[src/rtl/branch_resolve_queue.sv]
// In-order queue of in-flight branches between fetch and execute.
// Resolves oldest-first, flags mispredicts, and drives the branch history table update.
module branch_resolve_queue #(
  parameter int LOWER = 7,
  parameter int DEPTH = 4,
  parameter int PTR_W = 2
) (
  input  logic             clk,
  input  logic             arst_n,
  input  logic             push_valid,
  input  logic [LOWER-1:0] push_pc,
  input  logic             push_pred,
  output logic             push_ready,
  input  logic             resolve_valid,
  input  logic             resolve_taken,
  input  logic             resolve_jump,
  output logic             bht_en,
  output logic [LOWER-1:0] bht_write_addr,
  output logic             bht_was_taken,
  output logic             bht_jumped,
  output logic             mispredict,
  output logic             redirect_taken,
  output logic [PTR_W:0]   count,
  output logic             overflow,
  output logic             underflow
);

  localparam logic [PTR_W:0] FULL_COUNT = (PTR_W+1)'(DEPTH);

  logic [LOWER:0]   mem [DEPTH];
  logic [PTR_W-1:0] wr_ptr, rd_ptr;
  logic [PTR_W:0]   count_q, count_next;
  logic             empty, full, pop, actual, miss, push_ok;
  logic [LOWER-1:0] head_pc;
  logic             head_pred;

  always_comb begin
    empty      = (count_q == '0);
    full       = (count_q == FULL_COUNT);
    head_pc    = mem[rd_ptr][LOWER:1];
    head_pred  = mem[rd_ptr][0];
    pop        = resolve_valid & ~empty;
    actual     = resolve_taken | resolve_jump;
    miss       = pop & (actual != head_pred);
    // A pop frees a slot this cycle, but a flush discards the wrong-path push.
    push_ok    = push_valid & (~full | pop) & ~miss;
    count_next = count_q;
    if (miss) begin
      count_next = '0;
    end else begin
      case ({push_ok, pop})
        2'b10:   count_next = count_q + 1'b1;
        2'b01:   count_next = count_q - 1'b1;
        default: count_next = count_q;
      endcase
    end
  end

  assign push_ready = ~full;
  assign count      = count_q;

  always_ff @(posedge clk) begin
    if (push_ok) begin
      mem[wr_ptr] <= {push_pc, push_pred};
    end
  end

  always_ff @(posedge clk) begin
    if (arst_n) begin
      wr_ptr         <= '0;
      rd_ptr         <= '0;
      count_q        <= '0;
      bht_en         <= 1'b0;
      bht_write_addr <= '0;
      bht_was_taken  <= 1'b0;
      bht_jumped     <= 1'b0;
      mispredict     <= 1'b0;
      redirect_taken <= 1'b0;
      overflow       <= 1'b0;
      underflow      <= 1'b0;
    end else begin
      bht_en         <= pop;
      mispredict     <= miss;
      redirect_taken <= miss & actual;
      if (pop) begin
        bht_write_addr <= head_pc;
        bht_was_taken  <= resolve_taken;
        bht_jumped     <= resolve_jump;
        rd_ptr         <= rd_ptr + 1'b1;
      end
      // Flush leaves the queue empty just past the popped head.
      if (miss) begin
        wr_ptr <= rd_ptr + 1'b1;
      end else if (push_ok) begin
        wr_ptr <= wr_ptr + 1'b1;
      end
      count_q <= count_next;
      if (push_valid & full & ~pop) begin
        overflow <= 1'b1;
      end
      if (resolve_valid & empty) begin
        underflow <= 1'b1;
      end
    end
  end

endmodule

[config.mk]
export PLATFORM = sky130hd
export DESIGN_NAME = branch_resolve_queue
export DESIGN_NICKNAME = d
export VERILOG_FILES = /design/src/rtl/branch_resolve_queue.sv
export SDC_FILE = /design/constraint.sdc
export NUM_CORES = 1
export LEC_CHECK = 0
export ABC_AREA = 1
export CAP_MARGIN = 20
export CORE_UTILIZATION = 45
export DETAILED_ROUTE_END_ITERATION = 16
export GPL_ROUTABILITY_DRIVEN = 0
export PLACE_DENSITY = 0.75
export SYNTH_ARGS = -nofsm -noshare
export SYNTH_HDL_FRONTEND = slang
export SYNTH_SLANG_ARGS = --single-unit
[constraint.sdc]
create_clock -name clk -period 2.05 [get_ports clk]
set_input_delay 0.205 -clock clk [delete_from_list [all_inputs] [get_ports clk]]
set_output_delay 0.205 -clock clk [all_outputs]
set_load 0.03 [all_outputs]
# After elaboration in Yosys (flattened, before gate mapping)
# Memories as Yosys holds them, arrays and structs flattened. A register that Yosys moved wholly into a read port is not among the register bits.
# Cells that the tools add are included.
[word_totals]
inputBits = 14
out_inout_bits = 18
memories = 1
romBits = 0
latch_bits = 0
word_cells = 45
mem_bits_rw = 32
ff_bits = 21
[op_classes]
add_sub_neg = 4
magnitude_cmp = 0
n_mul = 0
bitwise_logic = 14
n_eq_ne = 4
shifts = 0
n_div = 0
n_reduce_logical = 4
mux = 7
[mem_list]
columns = ["name", "words", "width", "read_ports", "rd_clocked_by_memory_dff", "write_ports", "line_no", "text"]
rows = [
  ["mem", 4, 8, 1, 1, 1, "30", "logic [LOWER:0] mem [DEPTH];"],
]
[op_table]
columns = ["op", "n"]
rows = [
  ["bitwise AND 1 bit", 8],
  ["2-to-1 mux 2 bit", 4],
  ["case mux 3 bit (2 select lines)", 1],
  ["adder 2 x 1 -> 2 bit, second input constant", 2],
  ["NOT 1 bit", 4],
  ["nonzero test 2 bit", 2],
  ["adder 3 x 1 -> 3 bit, second input constant", 1],
  ["== test 3 bit, second input constant", 1],
  ["logical NOT 3 bit", 1],
  ["subtractor 3 x 1 -> 3 bit, second input constant", 1],
  ["== test 2 x 1 -> 1 bit, second input constant", 1],
  ["== test 2 bit, second input constant", 1],
  ["2-to-1 mux 1 bit", 2],
  ["OR 1 bit", 2],
  ["OR reduction 2 bit", 1],
  ["!= test 1 bit", 1],
]

# Logic depth before layout (Yosys ltp)
# Gate-level depths: netlist of run 1.
[logic_depth]
word_depth = 8
ltp_mapped = 15
mapped_depth_nobuf = 14

# Worst setup path before layout of run 1
# Ideal clock, no wire load.
[synth_timing]
path_kind = "register -> register"
start = "reg count_q[2] (netlist: count[2])"
end = "reg count_q[2] (netlist: count[2])"
stages_incl_launch_ff = 14
slack_ns = -0.170
arrival_time_ns = 2.155
setup_time_ns = 0.064
period_less_slack_ns = 2.220
cell_sequence = "dfxtp_1 -> inv_1 -> nand2_2 -> nand2_4 -> inv_2 -> nand3_2 -> nand3_4 -> ha_1 -> inv_1 -> fa_1 -> a21oi_1 -> o21ai_0 -> xor2_1 -> nor2_1"
[synth_via]
elab_chain_cells = 8
word_cells_on_any_way = 17
[synth_lines]
columns = ["element", "line_no", "text"]
rows = [
  ["start, declared", "32", "logic [PTR_W:0] count_q, count_next;"],
  ["start signal, assigned", "97", "count_q <= count_next;"],
  ["logical NOT 3 bit", "38", "empty = (count_q == '0);"],
  ["NOT 1 bit", "42", "pop = resolve_valid & ~empty;"],
  ["bitwise AND 1 bit", "42", ""],
  ["OR 1 bit or bitwise AND 1 bit (tied branches)", "46, 44", ""],
  ["bitwise AND 1 bit or NOT 1 bit (tied branches)", "46", "push_ok = push_valid & (~full | pop) & ~miss;"],
  ["bitwise AND 1 bit", "46", ""],
  ["== test 2 x 1 -> 1 bit or == test 2 bit (tied branches)", "51", "case ({push_ok, pop})"],
  ["case mux 3 bit (2 select lines) or nonzero test 2 bit (tied branches)", "n/a", ""],
]
# Parallel ways exist; a longest one is shown, timed or not.
# A chain may end at the register's enable or synchronous reset.

==> flow_metrics.tcl, run 1 <==
set metrics [dict create \
    ir_drop_mv 0.498 \
    synth_seq_cells 55 \
    max_freq_mhz 515 \
    root_buffer "clkbuf_8" \
    hold_class "flip-flop to flip-flop" \
    cts_buffer_depth 2 \
    p_clk_share_pct 19.0 \
    num-nets-final 289 \
    ys_types 27 \
    antenna_left 0 \
    slew_viol_final 0 \
    rsz0062_at_grt "false" \
    cts.sinks 55 \
    yosysWarnings 0 \
    power.internal_mw 2.51 \
    combPwrFrac_pct 40.7 \
    num_antenna_cells 0 \
    port_buffers 31 \
    routed_via_density 4.82 \
    path_class "flip-flop to flip-flop" \
    cts.clk_slew.worst_paths_ns 0.10 \
    detailed_place_hpwl_um 2980 \
    fin_crit_sh_pct 94.8 \
    p_leak_nw 1.14 \
    pwr_density_cell_nw_per_um2 1340 \
    worst_pin_slew_ns 0.493 \
    vias 1625 \
    wl_um 4330 \
    arrival_ns 2.15 \
    syn_area_sq_um 2240 \
    hold_violations 0 \
    p_switching_mw 1.42 \
    startpoint_type "flip-flop" \
    drt_iter0_markers 87 \
    endpoint_kind "flip-flop" \
    layout-drive-gt1-share_pct 20.7 \
    htree_levels 2 \
    cts-hold-fix-buffers 0 \
    setup_violations 0 \
    cts_tree "done" \
    io_pins 32 \
    seqPwrFrac_pct 40.3 \
    start_util_pct 47.1 \
    cap_viol_max_count 0 \
    fin_skew_ns 0.0125 \
    core_area_sq_um 4750 \
    die_y_um 72.5 \
    final_util_pct 61.9 \
    grt_pass1_wl_um 6820 \
    row_count 25 \
    cts-buffers-inserted 5 \
    grt_max_degree 20 \
    worstSkewPairLatency_ns 0.31 \
    syn_nets 231 \
    critPathMaxFanout 5 \
    setup_tns_ns 0 \
    avgSynthCellArea_sq_um 10.6 \
    fillers 398 \
    overflow 0 \
    grt_pass1_vias 1526 \
    antenna_found_initial 0 \
    critPathRequiredTime_ns 2.26 \
    synthCells 211 \
    grt.total_usage_pct 17.7 \
    switching_share_pct 36.2 \
    dr.pass1.iters 4 \
    min_period_ns 1.94 \
    die-area_sq_um 5260 \
    syn2layout_area_growth_pct 31.5 \
    slew-limit-headroom_pct 67.1 \
    chipWidth_um 72.5 \
    place_inst 326 \
    route.detailed.drc 0 \
    final_cells 337 \
    synth_seq_area_share_pct 63.5 \
    fin_total_pwr_mw 3.93 \
    status "finished clean" \
    detail_route.wl_per_cell_um 12.8 \
]
placed cells by master (no fill, tap or decap), types with 2 or more instances in the layout:
cell,count
a21oi_1,7
a31oi_1,7
buf_4,27
clkbuf_8,5
clkdlybuf4s50_1,31
dfxtp_1,18
dfxtp_2,2
dfxtp_4,3
edfxtp_1,32
ha_1,4
inv_1,15
inv_2,2
inv_4,2
nand2_1,18
nand3_1,7
nand3_2,4
nor2_1,44
o21ai_0,24
xor2_1,3
critical path: stages (launching register included):
cell,delay [ns]
dfxtp_4,0.38
inv_4,0.06
nand2_1,0.06
nand3_2,0.10
nand2_1,0.07
nand2_1,0.07
nand3_2,0.10
nand3_4,0.09
ha_4,0.13
inv_2,0.04
fa_2,0.36
a21oi_2,0.12
o21ai_1,0.08
xor2_1,0.14
nor2_1,0.05
per-layer routing:
metal | global-route usage (%) | vias to the layer above | wire length [um]
li1 | - | 828 | -
met1 | 21.6 | 743 | 1910
met2 | 29.5 | 50 | 2120
met3 | 4.03 | 4 | 228
met4 | 8.50 | 0 | 61
met5 | 0 | - | 0
flip-flops by register name, indices dropped and copies added, names as in the netlist, named ones only:
register and cells:
bht_en 1, mispredict 1, bht_was_taken 1, overflow 1
bht_write_addr 7, mem 32, count 3, underflow 1
wr_ptr 2, rd_ptr 2, redirect_taken 1, bht_jumped 1
path summary, 6_finish.rpt:
| check | startpoint | to | slack [ns] | cells after the start |
|---|---|---|---|---|
| max | flip-flop | count[2] | 0.11 | 14 |
| min | overflow | overflow | 0.46 | 2 |
| max reg2reg | flip-flop | count[2] | 0.11 | 14 |
| min reg2reg | overflow | overflow | 0.46 | 2 |
power groups by stage:
| stage | clock (mW) | combinational (mW) | sequential (mW) |
|---|---|---|---|
| 2_1_floorplan | 0 | 0.741 | 1.79 |
| 3_3_place_gp | 0 | 1.49 | 1.60 |
| 3_5_place_dp | 0 | 1.52 | 1.61 |
| 4_1_cts | 0.758 | 1.55 | 1.59 |
| 5_1_grt | 0.803 | 1.75 | 1.62 |
| 6_report | 0.746 | 1.60 | 1.58 |
synth_stat cells:
cell type  instances  share of area [%]
xor2_1             3                1.2
nand2_1           18                3.0
nand3_1            8                1.8
nor2_1            44                7.4
nand3_2            3                1.3
o21a_1             1               0.34
buf_2              3               0.67
ha_1               5                2.8
a31oi_1            7                2.0
edfxtp_1          32                 43
buf_4              1               0.34
nand3_4            1               0.78
dfxtp_1           23                 21
nand4_1            1               0.28
inv_1             16                2.7
nor2_4             1               0.50
inv_2              1               0.17
inv_4              2               0.56
nor2_2             1               0.28
clkbuf_1           1               0.17
fa_1               1               0.89
nor3_1             1               0.22
nand2_4            1               0.50
a21oi_1            8                1.8
nand2_2            1               0.28
o21ai_0           25                5.6
buf_6              2                1.0
area by class of cell:
type	count	area (sq um)	share of cell area [%]
Inverter	19	76.3	2.59
Clock inverter	3	50.0	1.70
Timing Repair Buffer	58	513	17.4
Sequential cell	55	1440	48.8
Clock buffer	5	68.8	2.34
Tap cell	67	83.8	2.85
Multi-Input combinational cell	130	716	24.3
logic make-up after synthesis:
family          Yosys count  synth area share, %
xor+xnor                  3                 1.17
fa+ha+maj                 6                 3.69
flops                    55                 63.5
simple gates             80                 16.4
compound gates           41                 9.67
buf+inv                  26                 5.59
metrics by stage:
step	cell area (sq um)	hold WS, ns	setup slack [ns]
final	2940	0.462	0.107
after global routing	2940	0.494	0.000969
after CTS	2910	0.465	0.0156
after detailed placement	2770	0.450	-0.234
after global placement	2770	0.441	-0.200
after floorplan	2250	0.274	0.00205
what timing repair did:
item | CTS | global route
gates resized for setup | 5 | 5
pin swaps | 0 | 4
buffers inserted | 1 | 2
endpoints found under the setup margin | 1 | 2
Power figures use the tool's default switching activity.
==> run 2, diff against run 1 <==
--- a/config.mk
+++ b/config.mk
@@ -10,7 +10,7 @@
 export CORE_UTILIZATION = 45
 export DETAILED_ROUTE_END_ITERATION = 16
 export GPL_ROUTABILITY_DRIVEN = 0
-export PLACE_DENSITY = 0.75
+export PLACE_DENSITY = 0.72
 export SYNTH_ARGS = -nofsm -noshare
 export SYNTH_HDL_FRONTEND = slang
 export SYNTH_SLANG_ARGS = --single-unit
==> constraint.sdc (replaced) <==
create_clock -name clk -period 2.4 [get_ports clk]
set_input_delay 0.24 -clock clk [delete_from_list [all_inputs] [get_ports clk]]
set_output_delay 0.24 -clock clk [all_outputs]
set_load 0.03 [all_outputs]
==> run 2 against run 1 <==
Power is 22% lower; clock power is 33% lower; critical path depth is 1 lower; worst hold slack worse by 0.0037 ns; largest power group is now sequential cells; setup slack better by 0.13 ns; critical endpoint unchanged; global-route usage is 0.66 points lower; first-iteration DRC count is 14% higher.
==> flow_metrics.tcl, run 2 (synthesis results as in run 1) <==
set metrics [dict create \
    hold_class "flip-flop to flip-flop" \
    layout-drive-gt1-share_pct 12.2 \
    mostFrequentLayoutCells "nor2_1 (44), edfxtp_1 (32), clkdlybuf4s50_1 (31)" \
    core_area_sq_um 4750 \
    combPwrFrac_pct 39.4 \
    register_area_sq_um 1430 \
    overflow 0 \
    grt.total_usage_pct 17.0 \
    drt_iter0_markers 99 \
    syn2layout_area_growth_pct 23.6 \
    placed_area_sq_um 2670 \
    min_period_ns 2.16 \
    vias 1542 \
    switching_share_pct 37.4 \
    seqPwrFrac_pct 44.1 \
    endpoint_kind "flip-flop" \
    cap_viol_max_count 0 \
    dr.pass1.iters 4 \
    grt_max_degree 18 \
    io_pins 32 \
    grt_pass1_vias 1454 \
    multi_input_area_sq_um 692 \
    htree_levels 2 \
    wl_um 3980 \
    critPathMaxFanout 8 \
    cts.sinks 55 \
    regMostFlops "mem" \
    critPathRequiredTime_ns 2.61 \
    start_util_pct 47.1 \
    port_buffers 31 \
    root_buffer "clkbuf_8" \
    layout_commonest_cell "nor2_1" \
    cts_buffer_depth 2 \
    die_y_um 72.5 \
    ir_drop_mv 0.379 \
    power.internal_mw 1.91 \
    cts-buffers-inserted 5 \
    fin_crit_sh_pct 90.0 \
    routed_via_density 4.79 \
    cts.clk_slew.worst_paths_ns 0.09 \
    cts_tree "done" \
    path_class "flip-flop to flip-flop" \
    route.detailed.drc 0 \
    row_count 25 \
    grt_pass1_wl_um 6580 \
    worstSkewPairLatency_ns 0.30 \
    slew_viol_final 0 \
    detailed_place_hpwl_um 2750 \
    antenna_left 0 \
    startpoint_type "flip-flop" \
    setup_tns_ns 0 \
    final_area_sq_um 2770 \
    pwr_density_cell_nw_per_um2 1100 \
    num-nets-final 274 \
    arrival_ns 2.37 \
    hold_violations 0 \
    p_leak_nw 1.05 \
    rsz0062_at_grt "false" \
    worst_pin_slew_ns 0.499 \
    fin_skew_ns 0.00541 \
    die-area_sq_um 5260 \
    p_switching_mw 1.14 \
    chipWidth_um 72.5 \
    max_freq_mhz 463 \
    slew-limit-headroom_pct 66.7 \
    num_antenna_cells 0 \
    p_clk_share_pct 16.4 \
    detail_route.wl_per_cell_um 12.3 \
    status "finished clean" \
    fillers 420 \
    setup_violations 0 \
    cts-hold-fix-buffers 0 \
    largest_register_ffs 32 \
    antenna_found_initial 0 \
    timing.hold.ws_ns 0.459 \
]
## run 2: worst paths after layout
path,start,to,slack [ns],depth (start not counted)
worst min-delay path,overflow,overflow,0.46,2
worst min register to register,overflow,overflow,0.46,2
worst max register to register,flip-flop,count[2],0.24,13
worst max-delay path,flip-flop,count[2],0.24,13
## run 2: metal layers
| layer | part of all wire, % | GRT usage (%) | routed length (um) | up-vias |
|---|---|---|---|---|
| met4 | 1.5 | 6.54 | 61 | 0 |
| met2 | 50 | 28.3 | 1970 | 32 |
| met1 | 46 | 21.1 | 1820 | 709 |
| li1 | - | - | - | 794 |
| met5 | 0 | 0 | 0 | - |
| met3 | 3.0 | 4.58 | 119 | 7 |
## run 2: worst max-delay path, stage by stage, from the launching register on
cell	delay, ns
dfxtp_1	0.49
inv_4	0.11
nand3_2	0.11
nand2_1	0.06
nand2_1	0.07
nand3_2	0.09
nand3_4	0.08
ha_1	0.14
inv_1	0.06
fa_1	0.38
a21oi_1	0.14
o21ai_0	0.11
xor2_1	0.16
nor2_1	0.06
## run 2: what timing repair did
action                                  CTS  global route
gates resized for setup                   0             2
endpoints found under the setup margin    0             1
buffers inserted                          0             0
## run 2: per-stage QoR
step	std cells	power [mW]	setup WS [ns]	utilization [%]
2_1_floorplan	211	2.15	0.180	-
3_3_place_gp	314	2.55	0.109	56.2
3_5_place_dp	314	2.57	0.0638	56.2
4_1_cts	322	3.08	0.0954	58.1
5_1_grt	322	3.27	0.0493	58.2
6_report	322	3.06	0.240	58.2
## run 2: power by group through the flow
| stage | clock network [mW] | registers (mW) | logic [mW] |
|---|---|---|---|
| after detailed placement | 0 | 1.37 | 1.20 |
| final | 0.503 | 1.35 | 1.21 |
| after global routing | 0.554 | 1.38 | 1.34 |
| after CTS | 0.523 | 1.35 | 1.21 |
| after global placement | 0 | 1.37 | 1.18 |
| after floorplan | 0 | 1.52 | 0.633 |
## run 2: area by class of cell
type / instances / area share [%]
Multi-Input combinational cell: 130 / 25.0
Clock inverter: 2 / 0.588
Inverter: 19 / 2.76
Timing Repair Buffer: 43 / 14.5
Sequential cell: 55 / 51.5
Clock buffer: 6 / 2.62
Tap cell: 67 / 3.03
==> run 3, diff against run 2 <==
--- a/config.mk
+++ b/config.mk
@@ -8,6 +8,7 @@
 export ABC_AREA = 1
 export CAP_MARGIN = 20
 export CORE_UTILIZATION = 45
+export CTS_BUF_LIST = sky130_fd_sc_hd__clkbuf_8 sky130_fd_sc_hd__clkbuf_16
 export DETAILED_ROUTE_END_ITERATION = 16
 export GPL_ROUTABILITY_DRIVEN = 0
 export PLACE_DENSITY = 0.72
==> run 3 against run 2 <==
Die area did not move; wire length increased by 0.65%; final area did not move; power is essentially flat; clock power is essentially flat; utilization is the same; global-route usage did not move; clock skew rose by 0.0029 ns; clock-buffer cell count decreased by 1; first-iteration DRC count rose by 2.0%; sequential power barely moved.
==> flow_metrics.tcl, run 3 (synthesis results as in run 1) <==
set metrics [dict create \
    antenna_left 0 \
    crit_end "count[2]" \
    core_area_sq_um 4750 \
    row_count 25 \
    worst_pin_slew_ns 0.499 \
    layout_commonest_cell "nor2_1" \
    cap_viol_max_count 0 \
    cts.sinks 55 \
    reg2reg_to "count[2]" \
    mostFrequentLayoutCells "nor2_1 (44), edfxtp_1 (32), clkdlybuf4s50_1 (31)" \
    status "finished clean" \
    chipWidth_um 72.5 \
    max_freq_mhz 463 \
    wl_um 4000 \
    die-area_sq_um 5260 \
    fillers 420 \
    critPathMaxFanout 8 \
    post_cts.repair.setup_buffers 0 \
    route.detailed.drc 0 \
    detailed_place_hpwl_um 2750 \
    hold_violations 0 \
    antenna_found_initial 0 \
    setup_tns_ns 0 \
    port_buffers 31 \
    start_util_pct 47.1 \
    cts-buffers-inserted 5 \
    hold_class "flip-flop to flip-flop" \
    path_class "flip-flop to flip-flop" \
    num-nets-final 274 \
    num_antenna_cells 0 \
    cts_buffer_depth 2 \
    fin_skew_ns 0.00831 \
    syn2layout_area_growth_pct 23.6 \
    overflow 0 \
    cts-hold-fix-buffers 0 \
    p_leak_nw 1.05 \
    dr.pass1.iters 4 \
    vias 1546 \
    r2r_cells 13 \
    place_inst 314 \
    detail_route.wl_per_cell_um 12.4 \
    pwr_density_cell_nw_per_um2 1110 \
    final_cells 322 \
    setup_violations 0 \
    final_util_pct 58.2 \
    fin_crit_sh_pct 90.0 \
    cts_tree "done" \
    worstSkewPairLatency_ns 0.31 \
    critPathRequiredTime_ns 2.61 \
    rsz0062_at_grt "false" \
    grt_pass1_vias 1454 \
    largest_register_ffs 32 \
    root_buffer "clkbuf_8" \
    io_pins 32 \
    grt_max_degree 18 \
    grt_pass1_wl_um 6580 \
    startpoint_type "flip-flop" \
    ir_drop_mv 0.376 \
    arrival_ns 2.37 \
    cts.clk_slew.worst_paths_ns 0.10 \
    slew_viol_final 0 \
    endpoint_kind "flip-flop" \
    cts_resized 0 \
    die_y_um 72.5 \
    regMostFlops "mem" \
    grt.total_usage_pct 17.0 \
    htree_levels 2 \
    layout-drive-gt1-share_pct 12.2 \
    drt_iter0_markers 101 \
    slew-limit-headroom_pct 66.7 \
    timing.hold.ws_ns 0.459 \
    routed_via_density 4.80 \
    reg2reg_setup_slack_ns 0.24 \
    min_period_ns 2.16 \
]
-- run 3: changes by cell type in the layout (fill, tap and decap cells not counted) --
cell,before,now
inv_1,16,17
clkbuf_1,1,0
-- run 3: worst max-delay path: stages, from the launching register on --
cell and delay (ns):
dfxtp_1 0.49, inv_4 0.11, nand3_2 0.11, nand2_1 0.06
nand2_1 0.07, nand3_2 0.09, nand3_4 0.08, ha_1 0.14
inv_1 0.06, fa_1 0.38, a21oi_1 0.14, o21ai_0 0.11
xor2_1 0.16, nor2_1 0.06
-- run 3: how the worst min path moves through the flow --
stage	startpoint	end	cells after the start	slack (ns)
2_1_floorplan	arst_n	flip-flop	1	0.31
3_3_place_gp	overflow	overflow	2	0.44
3_5_place_dp	overflow	overflow	2	0.44
4_1_cts	overflow	overflow	2	0.46
5_1_grt	underflow	underflow	1	0.49
6_report	overflow	overflow	2	0.46
-- run 3: per-stage QoR --
step | total power, mW | instance area, sq um | setup slack (ns)
floorplan | 2.15 | 2240 | 0.180
global placement | 2.55 | 2670 | 0.109
global route | 3.26 | 2770 | 0.0487
CTS | 3.08 | 2760 | 0.0950
detailed placement | 2.57 | 2670 | 0.0638
finish | 3.06 | 2770 | 0.239
-- run 3: metal layers --
layer / track usage, % / wire (um) / vias up
met5: 0 / 0 / -
met4: 6.54 / 61 / 0
met3: 4.58 / 119 / 7
met2: 28.3 / 1990 / 31
met1: 21.1 / 1830 / 714
li1: - / - / 794
-- run 3: power by group --
group	switching (mW)	leakage [nW]	internal, mW	total [mW]
logic	0.726	0.522	0.479	1.21
clock network	0.298	0.0460	0.206	0.504
registers	0.125	0.482	1.22	1.35
total	1.15	1.05	1.91	3.06
-- run 3: final cells by class --
cell class,count,area [sq um],share of cell area [%]
flip-flops and latches,55,1430,51.5
multi-input cells,130,692,25.0
repair buffers,43,400,14.5
well taps,67,83.8,3.03
inverters,19,76.3,2.76
clock buffers,5,68.8,2.49
clock inverters,3,20.0,0.724
